<file path="config.mk">
export PLATFORM = sky130hd
export DESIGN_NAME = rv32_decode_stage
export DESIGN_NICKNAME = d
export VERILOG_FILES = /design/src/rtl/rv32_decode_stage.sv
export SDC_FILE = /design/constraint.sdc
export NUM_CORES = 1
export LEC_CHECK = 0
export CAP_MARGIN = 20
export CORE_MARGIN = 5
export CORE_UTILIZATION = 56
export CTS_CLUSTER_DIAMETER = 30
export DETAILED_ROUTE_END_ITERATION = 12
export GPL_TIMING_DRIVEN = 0
export PLACE_DENSITY = 0.89
export SETUP_SLACK_MARGIN = 0.4
export SLEW_MARGIN = 40
export SYNTH_ARGS = -nofsm -noshare
export SYNTH_HDL_FRONTEND = slang
export SYNTH_SLANG_ARGS = --single-unit
</file>
<file path="constraint.sdc">
create_clock -name clk -period 12.7 [get_ports clk]
set_input_delay 1.27 -clock clk [delete_from_list [all_inputs] [get_ports clk]]
set_output_delay 1.27 -clock clk [all_outputs]
set_load 0.01 [all_outputs]
</file>
<file path="src/rtl/rv32_decode_stage.sv">
// RV32I decode stage: decodes each fetched instruction into func/regs/flags/immediate, queued in a DEPTH-entry buffer.
// Latency 1: an instruction accepted at an edge is visible on out_* in the following cycle.
// Backpressure: in_ready drops only when the buffer is full (registered, independent of out_ready); head holds while stalled.
// Build option: define RV32M_EN to decode the RV32M multiply/divide group; otherwise those encodings are illegal.
module rv32_decode_stage #(
    parameter int XLEN   = 32,
    parameter int FUNC_W = 6,
    parameter int DEPTH  = 2,
    parameter int CNT_W  = 16
) (
    input  logic              clk,
    input  logic              rst_n,
    input  logic              flush,
    input  logic              in_valid,
    output logic              in_ready,
    input  logic [31:0]       in_inst,
    input  logic [XLEN-1:0]   in_pc,
    output logic              out_valid,
    input  logic              out_ready,
    output logic [XLEN-1:0]   out_pc,
    output logic [FUNC_W-1:0] out_func,
    output logic [4:0]        out_rs1,
    output logic [4:0]        out_rs2,
    output logic [4:0]        out_rd,
    output logic              out_rs1v,
    output logic              out_rs2v,
    output logic              out_rdv,
    output logic [XLEN-1:0]   out_imm,
    output logic              out_illegal,
    output logic [CNT_W-1:0]  illegal_cnt
);
    localparam int PTR_W = $clog2(DEPTH);
    localparam int CW    = PTR_W + 1;

    // Operation codes (rv32i_defs numbering).
    localparam logic [FUNC_W-1:0] F_NOP = FUNC_W'(0),  F_LUI = FUNC_W'(1),  F_AUIPC = FUNC_W'(2);
    localparam logic [FUNC_W-1:0] F_JAL = FUNC_W'(3),  F_JALR = FUNC_W'(4), F_BEQ = FUNC_W'(5);
    localparam logic [FUNC_W-1:0] F_BNE = FUNC_W'(6),  F_BLT = FUNC_W'(7),  F_BGE = FUNC_W'(8);
    localparam logic [FUNC_W-1:0] F_BLTU = FUNC_W'(9), F_BGEU = FUNC_W'(10), F_LB = FUNC_W'(11);
    localparam logic [FUNC_W-1:0] F_LH = FUNC_W'(12),  F_LW = FUNC_W'(13),  F_LBU = FUNC_W'(14);
    localparam logic [FUNC_W-1:0] F_LHU = FUNC_W'(15), F_SB = FUNC_W'(16),  F_SH = FUNC_W'(17);
    localparam logic [FUNC_W-1:0] F_SW = FUNC_W'(18),  F_ADDI = FUNC_W'(19), F_SLTI = FUNC_W'(20);
    localparam logic [FUNC_W-1:0] F_SLTIU = FUNC_W'(21), F_XORI = FUNC_W'(22), F_ORI = FUNC_W'(23);
    localparam logic [FUNC_W-1:0] F_ANDI = FUNC_W'(24), F_SLLI = FUNC_W'(25), F_SRLI = FUNC_W'(26);
    localparam logic [FUNC_W-1:0] F_SRAI = FUNC_W'(27), F_ADDR = FUNC_W'(28), F_SUBR = FUNC_W'(29);
    localparam logic [FUNC_W-1:0] F_SLLR = FUNC_W'(30), F_SLTR = FUNC_W'(31), F_SLTUR = FUNC_W'(32);
    localparam logic [FUNC_W-1:0] F_XORR = FUNC_W'(33), F_SRLR = FUNC_W'(34), F_SRAR = FUNC_W'(35);
    localparam logic [FUNC_W-1:0] F_ORR = FUNC_W'(36), F_ANDR = FUNC_W'(37), F_BAD = FUNC_W'(63);
`ifdef RV32M_EN
    localparam logic [FUNC_W-1:0] F_MUL = FUNC_W'(38);   // MUL..REMU are F_MUL + funct3
`endif

    typedef enum logic [2:0] {FMT_BAD, FMT_NOP, FMT_U, FMT_J, FMT_I, FMT_SH, FMT_B, FMT_S} fmt_base_t;
    localparam logic [3:0] FMT_R = 4'd8;

    typedef struct packed {
        logic [XLEN-1:0]   pc;
        logic [FUNC_W-1:0] func;
        logic [4:0]        rs1;
        logic [4:0]        rs2;
        logic [4:0]        rd;
        logic              rs1v;
        logic              rs2v;
        logic              rdv;
        logic [XLEN-1:0]   imm;
        logic              illegal;
    } entry_t;

    logic [FUNC_W-1:0] func;
    logic [3:0]        fmt;
    logic [6:0]        opc;
    logic [2:0]        f3;
    logic [6:0]        f7;
    entry_t            dec;
    entry_t            mem [DEPTH];
    entry_t            head;
    logic [PTR_W-1:0]  wr_ptr, rd_ptr;
    logic [CW-1:0]     count;
    logic              push, pop;

    assign opc = in_inst[6:0];
    assign f3  = in_inst[14:12];
    assign f7  = in_inst[31:25];

    // Exact opcode/funct3/funct7 match to an operation code and operand format.
    always_comb begin
        func = F_BAD;
        fmt  = 4'(FMT_BAD);
        case (opc)
            7'b0110111: begin func = F_LUI;   fmt = 4'(FMT_U); end
            7'b0010111: begin func = F_AUIPC; fmt = 4'(FMT_U); end
            7'b1101111: begin func = F_JAL;   fmt = 4'(FMT_J); end
            7'b1100111: begin fmt = 4'(FMT_I); if (f3 == 3'b000) func = F_JALR; end
            7'b1100011: begin
                fmt = 4'(FMT_B);
                case (f3)
                    3'b000: func = F_BEQ;  3'b001: func = F_BNE;
                    3'b100: func = F_BLT;  3'b101: func = F_BGE;
                    3'b110: func = F_BLTU; 3'b111: func = F_BGEU;
                    default: func = F_BAD;
                endcase
            end
            7'b0000011: begin
                fmt = 4'(FMT_I);
                case (f3)
                    3'b000: func = F_LB;  3'b001: func = F_LH; 3'b010: func = F_LW;
                    3'b100: func = F_LBU; 3'b101: func = F_LHU;
                    default: func = F_BAD;
                endcase
            end
            7'b0100011: begin
                fmt = 4'(FMT_S);
                case (f3)
                    3'b000: func = F_SB; 3'b001: func = F_SH; 3'b010: func = F_SW;
                    default: func = F_BAD;
                endcase
            end
            7'b0010011: begin
                fmt = 4'(FMT_I);
                case (f3)
                    3'b000: func = F_ADDI; 3'b010: func = F_SLTI; 3'b011: func = F_SLTIU;
                    3'b100: func = F_XORI; 3'b110: func = F_ORI;  3'b111: func = F_ANDI;
                    3'b001: begin fmt = 4'(FMT_SH); if (f7 == 7'b0000000) func = F_SLLI; end
                    default: begin
                        fmt = 4'(FMT_SH);
                        if (f7 == 7'b0000000)      func = F_SRLI;
                        else if (f7 == 7'b0100000) func = F_SRAI;
                    end
                endcase
            end
            7'b0110011: begin
                fmt = FMT_R;
                if (f7 == 7'b0000000) begin
                    case (f3)
                        3'b000: func = F_ADDR; 3'b001: func = F_SLLR; 3'b010: func = F_SLTR;
                        3'b011: func = F_SLTUR; 3'b100: func = F_XORR; 3'b101: func = F_SRLR;
                        3'b110: func = F_ORR;  default: func = F_ANDR;
                    endcase
                end else if (f7 == 7'b0100000) begin
                    if (f3 == 3'b000)      func = F_SUBR;
                    else if (f3 == 3'b101) func = F_SRAR;
                end
`ifdef RV32M_EN
                else if (f7 == 7'b0000001) func = F_MUL + FUNC_W'(f3);
`endif
            end
            default: func = F_BAD;
        endcase
        if (func == F_BAD) fmt = 4'(FMT_BAD);
        if (in_inst == 32'h0000_0013) begin
            func = F_NOP;
            fmt  = 4'(FMT_NOP);
        end
    end

    // Build the buffer entry: immediates and register-use flags follow the operand format.
    always_comb begin
        dec         = '0;
        dec.pc      = in_pc;
        dec.func    = func;
        dec.rs1     = in_inst[19:15];
        dec.rs2     = in_inst[24:20];
        dec.rd      = in_inst[11:7];
        dec.illegal = (fmt == 4'(FMT_BAD));
        case (fmt)
            4'(FMT_U): begin
                dec.imm = XLEN'($signed({in_inst[31:12], 12'h000}));
                dec.rdv = 1'b1;
            end
            4'(FMT_J): begin
                dec.imm = XLEN'($signed({in_inst[31], in_inst[19:12], in_inst[20], in_inst[30:21], 1'b0}));
                dec.rdv = 1'b1;
            end
            4'(FMT_I): begin
                dec.imm  = XLEN'($signed(in_inst[31:20]));
                dec.rs1v = 1'b1;
                dec.rdv  = 1'b1;
            end
            4'(FMT_SH): begin
                dec.imm  = XLEN'(in_inst[24:20]);
                dec.rs1v = 1'b1;
                dec.rdv  = 1'b1;
            end
            4'(FMT_B): begin
                dec.imm  = XLEN'($signed({in_inst[31], in_inst[7], in_inst[30:25], in_inst[11:8], 1'b0}));
                dec.rs1v = 1'b1;
                dec.rs2v = 1'b1;
            end
            4'(FMT_S): begin
                dec.imm  = XLEN'($signed({in_inst[31:25], in_inst[11:7]}));
                dec.rs1v = 1'b1;
                dec.rs2v = 1'b1;
            end
            FMT_R: begin
                dec.rs1v = 1'b1;
                dec.rs2v = 1'b1;
                dec.rdv  = 1'b1;
            end
            default: ;
        endcase
        if (in_inst[11:7] == 5'd0) dec.rdv = 1'b0;
    end

    assign in_ready  = (count != CW'(DEPTH));
    assign out_valid = (count != '0);
    assign push      = in_valid && in_ready && !flush;
    assign pop       = out_valid && out_ready && !flush;

    // Pointers, occupancy and illegal counter; flush empties the buffer but keeps the count.
    always_ff @(posedge clk or negedge rst_n) begin
        if (!rst_n) begin
            wr_ptr      <= '0;
            rd_ptr      <= '0;
            count       <= '0;
            illegal_cnt <= '0;
        end else if (flush) begin
            wr_ptr <= '0;
            rd_ptr <= '0;
            count  <= '0;
        end else begin
            if (push) wr_ptr <= wr_ptr + PTR_W'(1);
            if (pop)  rd_ptr <= rd_ptr + PTR_W'(1);
            if (push && !pop)      count <= count + CW'(1);
            else if (!push && pop) count <= count - CW'(1);
            if (push && dec.illegal && (illegal_cnt != '1)) illegal_cnt <= illegal_cnt + CNT_W'(1);
        end
    end

    // Entry storage; contents only matter while counted as occupied, so no reset.
    always_ff @(posedge clk) begin
        if (push) mem[wr_ptr] <= dec;
    end

    assign head        = out_valid ? mem[rd_ptr] : '0;
    assign out_pc      = head.pc;
    assign out_func    = head.func;
    assign out_rs1     = head.rs1;
    assign out_rs2     = head.rs2;
    assign out_rd      = head.rd;
    assign out_rs1v    = head.rs1v;
    assign out_rs2v    = head.rs2v;
    assign out_rdv     = head.rdv;
    assign out_imm     = head.imm;
    assign out_illegal = head.illegal;
endmodule
</file>
-- Yosys cells after proc, flatten, opt, wreduce, memory -nomap -nowiden
Memory sizes are Yosys's and may differ from the RTL's.
Cells that the tools add are included.
- $add $sub $neg: 5
- mux-type cells: 34
- eq/ne operators: 28
- bitwise operators: 1
- reduce and logical (&&, ||, !) cells: 26
- operator list (kind ; number):
    32-bit case mux with 6 select lines ; 1
    89-bit 2-to-1 mux ; 1
    6-bit case mux with 7 select lines ; 2
    6-bit case mux with 9 select lines ; 1
    6-bit 2-to-1 mux ; 8
    6-bit case mux with 6 select lines ; 1
    32-bit by 5-bit equality test with 1-bit output, second input constant ; 1
    6-bit case mux with 5 select lines ; 1
    7-bit by 6-bit equality test with 1-bit output, second input constant ; 4
    4-bit case mux with 7 select lines ; 1
    7-bit equality test, second input constant ; 3
    6-bit case mux with 3 select lines ; 1
    16-bit by 1-bit adder with 16-bit output, second input constant ; 1
    4-bit by 3-bit equality test with 1-bit output, second input constant ; 4
    16-bit != test, second input constant ; 1
    7-bit by 5-bit equality test with 1-bit output, second input constant ; 2
    3-bit equality test, second input constant ; 4
    1-bit 2-to-1 mux ; 11
    5-bit OR reduction ; 2
    4-bit by 2-bit equality test with 1-bit output, second input constant ; 2
    1-bit logical AND ; 8
    4-bit 2-to-1 mux ; 2
    7-bit by 2-bit equality test with 1-bit output, second input constant ; 1
    7-bit logical NOT ; 1
    other kinds (21) ; 30
- bits in writable memories: 178
- input bits: 69
- memories kept: 1
- flip-flop bits (word level): 20
- memory list (memory ; words ; bits a word ; rd ports ; clocked after memory_dff ; write ports ; RTL line ; RTL):
    mem ; 2 ; 89 ; 1 ; 0 ; 1 ; 75 ; entry_t mem [DEPTH];

-- Depth between registers and ports, before layout
Gate-level depths: netlist (run 1).
- depth in word-level cells: 13
- mapped depth: 10

-- Worst setup path after synthesis (run 1)
Ideal clock, no wire load.
- kind: in2reg
- start point: input flush
- end point: memory mem[0][0] in the netlist's numbering (enable)
- library setup time: 0.647 ns
- stages: 1
- arrival time: 7.441 ns
- setup slack: 4.612 ns
- cell sequence: nor3_1
- longest elaborated chain between the ends: 4
- RTL lines (what ; RTL line ; RTL):
    start: declaration ; 13 ; input logic flush,
    1-bit logical NOT ; 206 ; assign push = in_valid && in_ready && !flush;
    1-bit logical AND ; 206 ;
    1-bit 2-to-1 mux ; 231 ; if (push) mem[wr_ptr] <= dec;
    1-bit 2-to-1 mux (not written as such) ; 231 ;
    end: declaration ; 75 ;
No other way between the ends.

-- Worst setup path in the final report (run 1)
- start point: register rd_ptr
- end point: output out_rdv
- longest elaborated chain between the ends: 2
- RTL lines (what ; RTL line ; RTL):
    start: declaration ; 77 ; logic [PTR_W-1:0] wr_ptr, rd_ptr;
    start signal: assignment ; 222 ; if (pop) rd_ptr <= rd_ptr + PTR_W'(1);
    memory read 2 x 89 bit ; - ;
    89-bit 2-to-1 mux ; 234 ; assign head = out_valid ? mem[rd_ptr] : '0;
    end: declaration ; 27 ; output logic out_rdv,
No other way between the ends.

==> results of run 1 <==
==> state kept, by name (all words and copies together), names as in the netlist <==
name	cells
rd_ptr	1
mem	178
count	2
wr_ptr	1
illegal_cnt	16
==> cell type report <==
class	instances	area, sq um	area share
Antenna cell	1	2.50	0.000216
Buffer	37	174	0.0150
Clock buffer	19	433	0.0373
Clock inverter	13	113	0.00970
Inverter	10	37.5	0.00323
Multi-Input combinational cell	443	2860	0.246
Sequential cell	198	5850	0.504
Tap cell	216	270	0.0233
Timing Repair Buffer	191	1870	0.161
==> per-layer routing <==
layer | routed length [um] | track usage | vias to the layer above
li1 | - | - | 2955
met1 | 8920 | 0.309 | 3084
met2 | 11100 | 0.406 | 281
met3 | 1750 | 0.0574 | 28
met4 | 403 | 0.0627 | 0
met5 | 0 | 0 | -
==> power groups by stage <==
stage / Combinational (mW) / Sequential, mW / Clock [mW]
6_report: 0.253 / 0.763 / 0.498
5_1_grt: 0.270 / 0.765 / 0.532
4_1_cts: 0.254 / 0.762 / 0.505
3_5_place_dp: 0.252 / 0.777 / 0
3_3_place_gp: 0.241 / 0.781 / 0
2_1_floorplan: 0.114 / 0.780 / 0
==> stage by stage <==
| stage | hold WS (ns) | setup WS [ns] | cell area [sq um] | cells | utilization |
|---|---|---|---|---|---|
| final | 0.505 | 8.58 | 11600 | 1128 | 0.739 |
| after global routing | 0.527 | 8.36 | 11600 | 1127 | 0.739 |
| after CTS | 0.506 | 8.54 | 11600 | 1127 | 0.738 |
| after detailed placement | 0.492 | 8.37 | 11100 | 1095 | 0.703 |
| after global placement | 0.487 | 0.884 | 10900 | 1078 | 0.694 |
| after floorplan | 0.519 | 4.61 | 8890 | 688 | - |
==> how the worst max path moves through the flow <==
stage,cells past startpoint,endpoint,startpoint,slack [ns]
floorplan,1,mem[0][0]$_DFFE_PP_,flush,4.61
global route,5,out_rdv,rd_ptr$_DFFE_PN0P_,8.36
CTS,5,out_rdv,rd_ptr$_DFFE_PN0P_,8.54
detailed placement,8,mem[1][16]$_DFFE_PP_,in_inst[2],8.37
global placement,3,mem[0][55]$_DFFE_PP_,in_valid,0.88
finish,5,out_rdv,rd_ptr$_DFFE_PN0P_,8.58
==> logic make-up (layout without fill, tap and decap cells) <==
group,after synthesis,in the layout,share of synthesized area
adders and majority gates,2,2,0.00253
muxes,92,92,0.104
other,0,1,0
DFF,198,198,0.657
xor gates and xnor gates,17,17,0.0167
AOI/OAI and AO/OA,80,80,0.0591
buffers and inverters,47,270,0.0238
and+or+nand+nor,252,252,0.136
==> cell usage in the layout (no fill, tap or decap), drive strengths merged, types with 16 or more instances in the layout <==
cell type	count
buf	36
edfxtp	178
a21oi	21
inv	18
nand2	29
clkdlybuf4s50	173
dfrtp	20
mux2i	91
clkbuf	38
nor3	16
nor2	133
nand3	18
==> results by group, run 1 <==
Pwr
  – Pwr per Cell Area: approximately 130 nW/um^2
  – Sw frac: 0.257
  – NetSw: just under 400 uW
  – VDD IR max: 0.0941 mV
  – Combinational Power Share: 0.167
  – Leak pwr: 3.93 nW
  – P_int: approximately 1.1 mW
  – Flop pwr share: 0.504
  – Clk pwr share: 0.329
  – Pwr Total: about 1.5 mW

Floorplan
  – Die height: ~140 um
  – Rows: 46
  – Initial Utilization: 0.566
  – Area of the core: 15700 sq um
  – Die X: 136 um
  – Die ar.: around 18000 sq um
  – I/O pin cnt: roughly 180

GRT
  – Largest net degree at the start of global routing: 39
  – Total grt overflow: 0
  – Initial antenna violation count: 0
  – Vias in the first global route: 6298
  – GRT Overall Usage: 0.239
  – First-pass GRT wire length: approximately 34000 um

Synthesis
  – Net Count, Synth: 758
  – Distinct cells, synth: 58
  – Cells after Synth: around 690
  – Register bit total from synthesis: 198
  – YS warnings: 0
  – Most common cell in the netlist: edfxtp_1
  – Post-synth EDFFs: between 150 and 200
  – Avg Inst Size Synth: about 13 sq um
  – Post-synth top area cell: edfxtp_1
  – Synth top area cells: edfxtp_1 (60%), mux2i_1 (10%), dfrtp_1 (5.6%)
  – Main synth FF type: edfxtp_1
  – Synthesized area: ~8900 sq um
  – Ys async rst share: 0.101
  – Post-synthesis sequential area ratio: 0.657
  – Post-synth top cells: edfxtp_1 (178), nor2_1 (133), mux2i_1 (91)
  – Share of the synthesized area in the top cell type: 0.601

Detailed routing
  – Antenna Nets Post-Route: 0
  – Detailed Route WL: between 20000 and 25000 um
  – Drt initial violations: 471
  – Post-route DRC: 0
  – Via count: 6348
  – Routed len/inst: 19.7 um
  – Via density: ~5.6
  – TritonRoute pass-1 iters: 5

Setup path
  – Worst Setup End Kind: output port
  – CP max FO: 10
  – Worst Setup Path Type: reg -> out
  – Crit path max-delay cell type: buf_1
  – CP delay by family, top: buffers and inverters
  – Worst r2r path cells: 7
  – Worst EP arrival: between 2 and 3 ns
  – Reg-to-Reg Start: illegal_cnt[3]$_DFFE_PN0P_
  – CP max stage delay: 0.66 ns
  – Crit path buf inv count: 3
  – Setup crit start kind: register
  – R2r setup slk: about 10 ns
  – Critical path data required time: approximately 11 ns
  – Critical Path, Cell by Cell: clkbuf_1 > buf_1 > mux2i_1 > nor2_1 > clkdlybuf4s50_1
  – Reg2reg end: illegal_cnt[1]$_DFFE_PN0P_

Finish
  – Final net count: about 970
  – Share of cells above drive strength 1: 0.0779
  – Layout fillers: 1058
  – Layout area overhead: 30.6%

STA
  – Min Tclk post-route: roughly 4.1 ns
  – Setup_tns: 0 ns
  – RSZ-0062 raised after global routing: no
  – Fmax: 243 MHz
  – Hold Fails Final Rpt: 0
  – Slew Limit Fails: 0
  – Pin slew with the least headroom to its limit: 0.799 ns
  – Clk_skew: 0.00830 ns
  – Crit share post-route: 0.324
  – Relative slew slack: 0.467
  – # setup viols final: 0

CTS
  – CTS clk-pin slew, worst paths: roughly 0.070 ns
  – Postcts setup bufs: 0
  – H-tree lvl count: 4
  – Hold_buf cts: 0
  – TritonCTS clock tree: done
  – Deepest clock path buffer count: 2
  – CTS sink cnt: between 150 and 200
  – Root Buffer: clkbuf_16
  – Worst skew pair latency: about 0.43 ns
  – CTS buffer count: 17
  – Gates resized, CTS repair: 0

Worst hold path
  – Hold path depth: 1
  – Hold_sp: illegal_cnt[12]$_DFFE_PN0P_
  – Worst Hold Class: reg -> reg
  – Min-Delay Endpoint: illegal_cnt[12]$_DFFE_PN0P_

Place
  – DPL Wire Length: about 16000 um
  – GP Congestion: between 0.9 and 1
  – Port Buf Inserts: 174

Job
  – Max-cap violations: 0

Outcome
  – Status: finished clean
(Power assumes the default switching activity.)
==> run 2: changes to the inputs <==
--- a/config.mk
+++ b/config.mk
@@ -7,11 +7,11 @@
 export LEC_CHECK = 0
 export CAP_MARGIN = 20
 export CORE_MARGIN = 5
-export CORE_UTILIZATION = 56
+export CORE_UTILIZATION = 52
 export CTS_CLUSTER_DIAMETER = 30
 export DETAILED_ROUTE_END_ITERATION = 12
 export GPL_TIMING_DRIVEN = 0
-export PLACE_DENSITY = 0.89
+export PLACE_DENSITY = 0.83
 export SETUP_SLACK_MARGIN = 0.4
 export SLEW_MARGIN = 40
 export SYNTH_ARGS = -nofsm -noshare
==> constraint.sdc (replaced) <==
create_clock -name clk -period 4.3 [get_ports clk]
set_input_delay 0.43 -clock clk [delete_from_list [all_inputs] [get_ports clk]]
set_output_delay 0.43 -clock clk [all_outputs]
set_load 0.01 [all_outputs]
==> run 2 against run 1 <==
  * Flip-flop and latch count is the same
  * Non-clock buffer count down 5
  * Clock-buffer cell count is 1 higher
  * Global-route usage decreased by 1.9 points
  * Cell count decreased by 0.18%
  * Combinational power increased to 2.9 times the previous value
  * Core utilization down 4.0 points
  * Critical path depth unchanged
  * Clock power rose to 3.2 times the previous value
  * Wire length is 1.8% lower
  * Clock skew down 0.0025 ns
  * Die area grew 7.1%
  * Critical path type unchanged
  * Highest routed layer unchanged
==> results by group, run 2 (synthesis gave the netlist of run 1 again) <==
Pwr
  – Pwr per Cell Area: 392 nW/um^2 (was 130 nW/um^2)
  – Pwr Total: 4.57 mW (was 1.51 mW)
  – VDD IR max: 0.295 mV (was 0.0941 mV)
  – Leak pwr: 3.93 nW (about the same)

Finish
  – Antenna Cells: 0 (was 1)
  – Layout fillers: 1222 (was 1058)
  – Most frequent cells in the layout: edfxtp_1 (178), clkdlybuf4s50_1 (173), nor2_1 (132), mux2i_1 (91), nand2_1 (28) (unchanged)
  – Layout area overhead: 31.2% (was 30.6%)
  – Commonest non-fill, non-tap cell in the layout: edfxtp_1 (unchanged)
  – Share of cells above drive strength 1: 0.0695 (was 0.0779)
  – Regs by FF count: mem x178, illegal_cnt x16, count x2 (unchanged)
  – Largest Register: mem (unchanged)
  – Max FFs per register: 178 (unchanged)
  – Final net count: 963 (was 968)

Setup path
  – Worst Setup Path Type: reg -> out (unchanged)
  – Reg-to-Reg Start: illegal_cnt[4]$_DFFE_PN0P_ (was illegal_cnt[3]$_DFFE_PN0P_)
  – Worst r2r path cells: 7 (unchanged)
  – Worst EP arrival: 2.77 ns (was 2.85 ns)
  – Reg2reg end: illegal_cnt[1]$_DFFE_PN0P_ (unchanged)
  – Setup crit start kind: register (unchanged)
  – Critical path data required time: 3.87 ns (was 11.43 ns)
  – Worst Setup End Kind: output port (unchanged)
  – CP max FO: 10 (unchanged)
  – R2r setup slk: 1.45 ns (was 10.06 ns)

Floorplan
  – I/O pin cnt: 176 (unchanged)
  – Rows: 47 (was 46)
  – Die ar.: 19800 sq um (was 18500 sq um)
  – Die X: 141 um (was 136 um)
  – Area of the core: 16700 sq um (was 15700 sq um)
  – Die height: 141 um (was 136 um)
  – Initial Utilization: 0.532 (was 0.566)

STA
  – Setup_tns: 0 ns (unchanged)
  – Final setup margin: 1.10 ns (was 8.58 ns)
  – Pin slew with the least headroom to its limit: 0.823 ns (was 0.799 ns)
  – Fmax: 313 MHz
  – Relative slew slack: 0.451 (was 0.467)
  – Slew Limit Fails: 0 (unchanged)
  – Clk_skew: 0.00577 ns (was 0.00830 ns)
  – # setup viols final: 0 (unchanged)
  – Min Tclk post-route: approximately 3.2 ns
  – Crit share post-route: 0.744
  – RSZ-0062 raised after global routing: no (unchanged)
  – Hold Fails Final Rpt: 0 (unchanged)

CTS
  – CTS sink cnt: 198 (unchanged)
  – H-tree lvl count: 4 (unchanged)
  – Gates resized, CTS repair: 0 (unchanged)
  – CTS buffer count: 17 (unchanged)
  – Worst skew pair latency: 0.42 ns (was 0.43 ns)
  – Postcts setup bufs: 0 (unchanged)
  – Root Buffer: clkbuf_16 (unchanged)
  – Deepest clock path buffer count: 2 (unchanged)
  – TritonCTS clock tree: done (unchanged)
  – CTS clk-pin slew, worst paths: 0.07 ns (about the same)

Job
  – Max-cap violations: 0 (unchanged)

Detailed routing
  – Post-route DRC: 0 (unchanged)
  – Drt initial violations: 474 (was 471)
  – Routed len/inst: 19.4 um (was 19.7 um)
  – TritonRoute pass-1 iters: 6 (was 5)
  – Via density: 5.58 (was 5.63)
  – Via count: 6280 (was 6348)
  – Antenna Nets Post-Route: 0 (unchanged)
  – Detailed Route WL: 21800 um (was 22200 um)

Place
  – Port Buf Inserts: 174 (unchanged)
  – DPL Wire Length: 16200 um (was 16100 um)
  – GP Congestion: 0.913 (was 0.917)
  – Place WS: 0.712 ns (was 8.37 ns)

GRT
  – GRT Overall Usage: 0.219 (was 0.239)
  – Vias in the first global route: 6169 (was 6298)
  – Total grt overflow: 0 (unchanged)
  – Initial antenna violation count: 0 (unchanged)
  – Largest net degree at the start of global routing: 36 (was 39)
  – First-pass GRT wire length: 33800 um (about the same)

Worst hold path
  – Worst Hold Class: in -> async (was reg -> reg)

Outcome
  – Status: finished clean (unchanged)
run 2: cell count changes in the layout (fill, tap and decap cells not counted), moves of 2 or more:
cell	before	now
buf_4	9	1
buf_6	4	11
buf_2	11	5
inv_6	6	1
bufinv_16	0	3
inv_8	2	0
run 2: area by class of cell:
cell class / instances / area [sq um] / share of cell area
flip-flops and latches: 198 / 5850 / 0.501
multi-input cells: 443 / 2860 / 0.245
repair buffers: 186 / 1890 / 0.162
clock buffers: 20 / 437 / 0.0374
well taps: 220 / 275 / 0.0236
plain buffers: 37 / 174 / 0.0149
clock inverters: 12 / 154 / 0.0132
inverters: 10 / 37.5 / 0.00322
run 2: per-stage QoR:
stage / hold slack [ns] / instance area [sq um] / cells / utilization
floorplan: 0.134 / 8900 / 688 / -
global placement: 0.484 / 10900 / 1082 / 0.654
detailed placement: 0.419 / 11100 / 1093 / 0.663
CTS: 0.484 / 11700 / 1126 / 0.699
global route: 0.508 / 11700 / 1126 / 0.699
finish: 0.491 / 11700 / 1126 / 0.699
run 2: repair_timing:
item | in CTS | in global routing
hold buffers | 1 | 0
endpoints found under the hold margin | 20 | 0
endpoints found under the setup margin | 0 | 0
run 2: worst max-delay path by stage:
stage / endpoint / startpoint
6_report: out_rdv / rd_ptr$_DFFE_PN0P_
5_1_grt: out_rdv / rd_ptr$_DFFE_PN0P_
4_1_cts: out_rs2[2] / rd_ptr$_DFFE_PN0P_
3_5_place_dp: mem[0][1]$_DFFE_PP_ / in_inst[27]
3_3_place_gp: mem[1][53]$_DFFE_PP_ / in_valid
2_1_floorplan: mem[1][0]$_DFFE_PP_ / count[0]$_DFFE_PN0P_
run 2: where the power goes:
part	switching, mW	internal [mW]
clock network	0.664	0.916
logic	0.375	0.366
registers	0.0544	2.20
total	1.09	3.48
run 2: metal layers:
metal	global-route usage	share of wire	up-vias
li1	-	-	2948
met1	0.291	0.41	3073
met2	0.368	0.50	229
met3	0.0437	0.074	30
met4	0.0673	0.017	0
met5	0	0	-
run 2: worst max-delay path, cell delays in order, from the launching register on:
cell,delay (ns)
dfrtp_1,0.32
clkbuf_1,0.40
buf_1,0.68
mux2i_1,0.23
nor2_1,0.15
clkdlybuf4s50_1,0.55
